==> src/rtl/float_class_pipe.sv <==
// Streaming multi-lane float classifier: one register stage, valid/ready on both sides,
// RISC-V fclass one-hot codes, sticky exception flags and a saturating NaN counter.
// Define FLOAT_CLASS_DAZ_EN to classify subnormal inputs as zero of the same sign.
module float_class_pipe #(
  parameter int EXPONENT_WIDTH = 8,
  parameter int MANTISSA_WIDTH = 23,
  parameter int LANES          = 1,
  parameter int COUNT_WIDTH    = 16
) (
  input  logic                                               clk,
  input  logic                                               rst_n,
  input  logic                                               in_valid,
  output logic                                               in_ready,
  input  logic [LANES*(EXPONENT_WIDTH+MANTISSA_WIDTH+1)-1:0] in_data,
  output logic                                               out_valid,
  input  logic                                               out_ready,
  output logic [LANES*10-1:0]                                out_class,
  output logic [3:0]                                         sticky_flags,
  output logic [COUNT_WIDTH-1:0]                             nan_count,
  input  logic                                               sticky_clear
);

  localparam int E = EXPONENT_WIDTH;
  localparam int M = MANTISSA_WIDTH;
  localparam int W = E + M + 1;

  // Small MX formats reuse the all-ones exponent for ordinary values.
  localparam bit IS_E4M3    = (E == 4) && (M == 3);
  localparam bit NO_SPECIAL = ((E == 2) && (M == 3)) || ((E == 3) && (M == 2)) ||
                              ((E == 2) && (M == 1));

  localparam int NW = $clog2(LANES + 1);
  localparam int SW = ((COUNT_WIDTH > NW) ? COUNT_WIDTH : NW) + 1;
  localparam logic [SW-1:0] CNT_MAX = {{(SW-COUNT_WIDTH){1'b0}}, {COUNT_WIDTH{1'b1}}};

  localparam int CLS_NEG_INF  = 0;
  localparam int CLS_NEG_NORM = 1;
  localparam int CLS_NEG_SUB  = 2;
  localparam int CLS_NEG_ZERO = 3;
  localparam int CLS_POS_ZERO = 4;
  localparam int CLS_POS_SUB  = 5;
  localparam int CLS_POS_NORM = 6;
  localparam int CLS_POS_INF  = 7;
  localparam int CLS_SNAN     = 8;
  localparam int CLS_QNAN     = 9;

  function automatic logic [9:0] classify(input logic [W-1:0] f);
    logic         sign;
    logic [E-1:0] exp_f;
    logic [M-1:0] mant;
    logic         exp_zero, exp_ones, mant_zero;
    logic         is_nan, is_qnan, is_inf, is_zero, is_sub;
    logic [9:0]   c;
    sign      = f[W-1];
    exp_f     = f[W-2 -: E];
    mant      = f[M-1:0];
    exp_zero  = (exp_f == '0);
    exp_ones  = &exp_f;
    mant_zero = (mant == '0);
    if (NO_SPECIAL) begin
      is_inf  = 1'b0;
      is_nan  = 1'b0;
      is_qnan = 1'b0;
    end else if (IS_E4M3) begin
      is_inf  = 1'b0;
      is_nan  = exp_ones && (&mant);
      is_qnan = is_nan;
    end else begin
      is_inf  = exp_ones && mant_zero;
      is_nan  = exp_ones && !mant_zero;
      is_qnan = is_nan && mant[M-1];
    end
`ifdef FLOAT_CLASS_DAZ_EN
    is_zero = exp_zero;
    is_sub  = 1'b0;
`else
    is_zero = exp_zero && mant_zero;
    is_sub  = exp_zero && !mant_zero;
`endif
    c = '0;
    if (is_nan)       c[is_qnan ? CLS_QNAN : CLS_SNAN]        = 1'b1;
    else if (is_inf)  c[sign ? CLS_NEG_INF  : CLS_POS_INF]    = 1'b1;
    else if (is_zero) c[sign ? CLS_NEG_ZERO : CLS_POS_ZERO]   = 1'b1;
    else if (is_sub)  c[sign ? CLS_NEG_SUB  : CLS_POS_SUB]    = 1'b1;
    else              c[sign ? CLS_NEG_NORM : CLS_POS_NORM]   = 1'b1;
    return c;
  endfunction

  logic                   valid_q, valid_d;
  logic [LANES*10-1:0]    class_q, class_d;
  logic [3:0]             flags_q, flags_d;
  logic [COUNT_WIDTH-1:0] count_q, count_d;

  logic [3:0]             beat_flags;
  logic [NW-1:0]          beat_nans;
  logic                   xfer_in;

  assign in_ready = !valid_q || out_ready;
  assign xfer_in  = in_valid && in_ready;

  // NOTE: every always_comb output gets a default before any branch, so no latch is inferred.
  always_comb begin
    logic [9:0] lane_c;
    class_d    = '0;
    beat_flags = '0;
    beat_nans  = '0;
    for (int i = 0; i < LANES; i++) begin
      lane_c                 = classify(in_data[i*W +: W]);
      class_d[i*10 +: 10]    = lane_c;
      beat_flags[3]          = beat_flags[3] | lane_c[CLS_SNAN];
      beat_flags[2]          = beat_flags[2] | lane_c[CLS_QNAN];
      beat_flags[1]          = beat_flags[1] | lane_c[CLS_NEG_INF] | lane_c[CLS_POS_INF];
      beat_flags[0]          = beat_flags[0] | lane_c[CLS_NEG_SUB] | lane_c[CLS_POS_SUB];
      beat_nans              = beat_nans + NW'(lane_c[CLS_SNAN] | lane_c[CLS_QNAN]);
    end
  end

  always_comb begin
    valid_d = valid_q;
    if (xfer_in)
      valid_d = 1'b1;
    else if (valid_q && out_ready)
      valid_d = 1'b0;
  end

  // Clear is applied before the accepted beat's contribution is merged in.
  always_comb begin
    logic [3:0]             flags_base;
    logic [COUNT_WIDTH-1:0] count_base;
    logic [SW-1:0]          count_sum;
    flags_base = sticky_clear ? 4'b0 : flags_q;
    count_base = sticky_clear ? '0 : count_q;
    flags_d    = flags_base;
    count_sum  = SW'(count_base);
    if (xfer_in) begin
      flags_d   = flags_base | beat_flags;
      count_sum = SW'(count_base) + SW'(beat_nans);
    end
    count_d = (count_sum > CNT_MAX) ? '1 : count_sum[COUNT_WIDTH-1:0];
  end

  // NOTE: sequential state uses non-blocking assignments so every register samples pre-edge values.
  always_ff @(posedge clk or negedge rst_n) begin
    if (!rst_n) begin
      valid_q <= 1'b0;
      class_q <= '0;
      flags_q <= 4'b0;
      count_q <= '0;
    end else begin
      valid_q <= valid_d;
      if (xfer_in)
        class_q <= class_d;
      flags_q <= flags_d;
      count_q <= count_d;
    end
  end

  assign out_valid    = valid_q;
  assign out_class    = class_q;
  assign sticky_flags = flags_q;
  assign nan_count    = count_q;

endmodule

==> config.mk <==
export PLATFORM = sky130hd
export DESIGN_NAME = float_class_pipe
export DESIGN_NICKNAME = d
export VERILOG_FILES = /design/src/rtl/float_class_pipe.sv
export SDC_FILE = /design/constraint.sdc
export NUM_CORES = 1
export LEC_CHECK = 0
export ABC_CLOCK_PERIOD_IN_PS = 2500
export CORE_ASPECT_RATIO = 2
export CORE_MARGIN = 1
export CORE_UTILIZATION = 59
export CTS_CLUSTER_DIAMETER = 60
export DETAILED_ROUTE_END_ITERATION = 8
export DONT_BUFFER_PORTS = 1
export GPL_TIMING_DRIVEN = 0
export PLACE_DENSITY_LB_ADDON = 0.15
export SYNTH_ARGS = -nofsm -noshare
export SYNTH_HDL_FRONTEND = slang
export SYNTH_SLANG_ARGS = --single-unit
==> constraint.sdc <==
create_clock -name clk -period 2.5 [get_ports clk]
set_clock_uncertainty 0.15 [all_clocks]
set_input_delay 0.5 -clock clk [delete_from_list [all_inputs] [get_ports clk]]
set_output_delay 0.5 -clock clk [all_outputs]
set_load 0.02 [all_outputs]
# Word-level counts from Yosys, hierarchy flattened
# Index checks and enable logic that the tools add are counted.
# totals
wordCells	65
regBits	31
in_bits	37
output_inout_bits	32
# op_classes
reduce_logical	19
n_addsub	1
n_mux	26
bitwise	4
magnitude_cmp	11
# ops
operator	n
$mux W10	4
$mux W16	2
$logic_not A23 Y1	1
$demux W1 S4	5
$lt A3 B5 Y1 const B	4
$add A16 B1 Y17	1
$gt A17 B16 Y1 const B	1
$mux W17	1
$ge A3 B1 Y1 const B	4
$logic_and A1 B1 Y1	12
$mux W3	4
$logic_not A8 Y1	1
$mux W1	8
$mux W4	2
$reduce_and A8 Y1	1
$lt A4 B5 Y1 const B	1
$ge A4 B1 Y1 const B	1
$or A4 B4 Y4	1
$or A1 B1 Y1	3
$logic_not A1 Y1	2
$reduce_bool A2 Y1	1
$logic_or A1 B1 Y1	1

# Longest topological paths before layout
# logic_depth
depth_word	15
ltp_mapped	11
ltp_nobuf	11

# Worst setup path after synthesis
# Ideal clock, no wire load.
# synth_path
path_kind	input-to-reg
from	input port in_data[16]
to	register count_q[6], in the netlist nan_count[6]
path_buffers	0
cell_stages	11
t_arrival_ns	2.109
t_required_ns	2.226
setup_ns	0.124
setup_slack_ns	0.117
path_cell_list	nor4_1 -> nand4_1 -> nor2_1 -> nor2_1 -> ha_1 -> ha_1 -> nand4b_1 -> nor3b_2 -> and3_1 -> xnor2_1 -> o21ai_1
# synth_via
elab_chain_len	15
elab_cells_between_ends	22
classes_between	add/sub: 1; order compare: 3; mux: 9; bitwise: 1; reduce/logical: 8
# synth_rtl
item	line_no	source
start, declared	14	input logic [LANES*(EXPONENT_WIDTH+MANTISSA_WIDTH+1)-1:0] in_data,
$logic_not A23 Y1 *	59	mant_zero = (mant == '0);
$logic_not A1 Y1	70, 78	
$logic_and A1 B1 Y1	70	is_nan = exp_ones && !mant_zero;
$logic_and A1 B1 Y1	71	is_qnan = is_nan && mant[M-1];
$mux W1	81	if (is_nan) c[is_qnan ? CLS_QNAN : CLS_SNAN] = 1'b1;
$lt A4 B5 Y1 (not written as such) or $ge A4 B1 Y1 (tied branches)	81	
$logic_and A1 B1 Y1 (not written as such)	81	
$mux W1	81	
$demux W1 S4	81	
$mux W10 *	81	
$or A1 B1 Y1 *	114	beat_nans = beat_nans + NW'(lane_c[CLS_SNAN] | lane_c[CLS_QNAN]);
$add A16 B1 Y17 *	137	count_sum = SW'(count_base) + SW'(beat_nans);
$mux W17 *	135	if (xfer_in) begin
$gt A17 B16 Y1	139	count_d = (count_sum > CNT_MAX) ? '1 : count_sum[COUNT_WIDTH-1:0];
$mux W16 *	139	
via count_d[6]	92	logic [COUNT_WIDTH-1:0] count_q, count_d;
end signal, assigned	154	count_q <= count_d;
end, declared	92	
# Mark *: on every way through the listed nets, which the timed path passes. The rest lies on a longest branch.
# A chain may end at the register's enable or synchronous reset.

# Worst setup path in the final report
# Same ends and word-level chain as after synthesis.

==> metrics <==
Max Clk Rate about 420 MHz; input/output buffers 0; row count 26; post-route ant nets 0; cell count after synthesis 169; min-delay src in_data[31]; Placement Cell Area roughly 1700 µm²; DR vias/cell ~6.3; Worst EP required 2.52 ns; # clock sinks 31; unrepaired setup endpoints after global routing no; Leak around 0.86 nW; Reg2Reg Depth 8; CTS tree yes; Final Cycle Share 95.4%; max cap viols 0; Total Routing Usage GR between 20 and 30%; Core Box Area about 2600 µm²; worst min path class in -> reg; Post-Route Utilization 69.8%; Critical Path AT between 2 and 2.5 ns; routed len/inst around 18 µm; drt total wl approximately 3700 µm; worst r2r src nan_count[0]$_DFF_PN0_; RePlAce Congestion ~0.76; I/O pins 69; Netlist Area Pre-Place about 1600 µm²; Die Span Y around 76 µm; Slew headroom just over 70%; design area 1820 µm²; FILL cells 211; Initial Util about 63%; Seq/Total Area, Yosys approximately 47%; multi-input logic area between 800 and 900 µm²; syn avg cell area between 9 and 10 µm²; routed via count 1313; CTS Buf Count 5; placed cells approximately 200; DRT met1 WL between 1000 and 1500 µm; Hold Crit Depth 1; wire length on met3 235 µm; first-pass GRT wire length 5940 µm; Congestion Overflow GR 0; Max VDD drop slightly above 0.5 mV; synthesized flop and latch total 31; H-Tree Depth 2; Pins Over Slew Limit 0; Top Metal Used met4; first drt pass iteration count 4; Cell Pwr Density 593 nW/µm²; Min-Delay Endpoint out_class[6]$_DFFE_PN0P_; fin crit period 2.39 ns; Yosys cell types 38; drt drc 0; largest net degree at the start of global routing 32; number of global-route vias before repair between 1000 and 1500; Clock Latency Late Sink around 0.28 ns; Final nets approximately 220; DPL Wire Length 2860 µm; die width 39.2 µm; Syn. warnings 0; Mapped Nets around 210; share of cells above drive strength 1 about 18%; maximum root-to-sink buffer count 2; Crit. End Element flop; most common cell after layout, fill and taps aside dfrtp_1; total power approximately 1.1 mW; R2R Setup Slk about 0.27 ns; Max FO, Critical Path 4; status finished, final reports clean; n_diodes 0; register area ~780 µm²; commonest cells after routing, fill and taps aside 31 x dfrtp_1, 25 x nand2_1, 13 x o21ai_0, 9 x nand2_2; CP Launch Type input pin; Layout area overhead 11.2%; Worst R2R End nan_count[6]$_DFF_PN0_; final number of setup-violating endpoints 0; WS Path Type in -> reg; metal2 WL 2220 µm; Least-Margin Pin Slew between 0.4 and 0.5 ns; clk root buf clkbuf_8; final hold violation count 0; Clock transition at path regs roughly 0.060 ns; die area roughly 3000 µm²; non-filler cells in the finished layout roughly 210; initial antenna violation count 0; 1st-iter DRT viols 19
## power breakdown
group / leakage (nW) / internal, mW / total (mW) / switching, mW
registers: 0.427 / 0.507 / 0.519 / 0.0116
clock network: 0.0612 / 0.322 / 0.512 / 0.190
logic: 0.373 / 0.0164 / 0.0471 / 0.0307
total: 0.861 / 0.846 / 1.08 / 0.232
## sequential cells by signal (all words and copies together) (netlist names)
signal,count
out_class,10
nan_count,16
sticky_flags,4
out_valid,1
## synthesized netlist by cell type
cell type / instances / area (µm²)
or2_1: 1 / 6.26
nor3_1: 3 / 15.0
xnor2_1: 7 / 61.3
nor2b_1: 5 / 31.3
a31oi_1: 1 / 6.26
nand2_1: 25 / 93.8
nand4_2: 1 / 12.5
xor2_1: 3 / 26.3
nand4b_1: 1 / 8.76
nor2_4: 1 / 11.3
buf_2: 1 / 5.00
nor3b_2: 1 / 12.5
o31ai_1: 2 / 15.0
o21ai_2: 2 / 17.5
and2_1: 1 / 6.26
o21ai_0: 13 / 65.1
nand2b_1: 5 / 31.3
and3_1: 5 / 31.3
nor2_1: 7 / 26.3
a21oi_1: 1 / 5.00
nand2_2: 9 / 56.3
clkbuf_1: 2 / 7.51
and4b_1: 1 / 10.0
nand4_4: 1 / 21.3
nand4_1: 7 / 43.8
nor4_1: 7 / 43.8
ha_1: 2 / 25.0
nand3_1: 4 / 20.0
and2_2: 2 / 15.0
or4_1: 1 / 7.51
buf_6: 2 / 22.5
and2b_2: 1 / 8.76
mux2_2: 1 / 11.3
inv_1: 6 / 22.5
mux2i_1: 4 / 40.0
dfrtp_1: 31 / 776
and4_2: 1 / 10.0
o21ai_1: 1 / 5.00
## area by class of cell
class | instances | area share, %
Timing Repair Buffer | 2 | 1.65
Buffer | 5 | 1.93
Clock buffer | 6 | 4.55
Tap cell | 28 | 1.93
Inverter | 6 | 1.24
Sequential cell | 31 | 42.7
Multi-Input combinational cell | 127 | 44.1
Clock inverter | 2 | 1.93
## per-stage QoR
stage / setup TNS, ns / worst slack, ns / hold slack (ns)
after global placement: -0.467 / -0.0797 / 0.0549
after global routing: 0 / 0.0455 / 0.150
after floorplan: 0 / 0.117 / 0.0544
after detailed placement: -1.49 / -0.154 / 0.0550
after CTS: 0 / 0.136 / 0.156
final: 0 / 0.114 / 0.165
## timing repair
action	CTS	global route
endpoints found under the hold margin	31	0
buffers inserted	0	0
resized for setup	0	0
endpoints found under the setup margin	0	0
hold buffers	2	0
## worst max-delay path: stages
cell and delay, ns:
nor4_1 0.30, nand4_1 0.17, nor2_1 0.25, nor2_1 0.09, ha_1 0.23, ha_1 0.22
nand4b_1 0.15, nor3b_2 0.09, and3_1 0.20, xnor2_1 0.14, o21ai_1 0.07
## worst max path at each step
stage,startpoint,endpoint,slack (ns)
after floorplan,in_data[16],nan_count[6]$_DFF_PN0_,0.12
after global placement,in_data[16],nan_count[6]$_DFF_PN0_,-0.08
after detailed placement,in_data[16],nan_count[6]$_DFF_PN0_,-0.15
after CTS,in_data[16],nan_count[6]$_DFF_PN0_,0.14
after global routing,in_data[16],nan_count[6]$_DFF_PN0_,0.05
final,in_data[16],nan_count[6]$_DFF_PN0_,0.11
## per-layer routing
| layer | up-vias | global-route usage, % |
|---|---|---|
| li1 | 602 | - |
| met1 | 640 | 25.5 |
| met2 | 59 | 50.8 |
| met3 | 12 | 9.04 |
| met4 | 0 | 15.9 |
| met5 | - | 0 |
## cell families (layout without fill, tap and decap cells)
| kind of cell | count (synthesis) | in the layout | share of synthesized area, % |
|---|---|---|---|
| AND/OR/NAND/NOR | 90 | 90 | 32.0 |
| flip-flops | 31 | 31 | 47.5 |
| AO/OA/AOI/OAI | 20 | 20 | 6.97 |
| buffers and inverters | 11 | 21 | 3.52 |
| XOR/XNOR | 10 | 10 | 5.36 |
| multiplexers | 5 | 5 | 3.14 |
| adder cells (fa/ha/maj) | 2 | 2 | 1.53 |
Note: power is estimated with default switching activity, not from simulation.
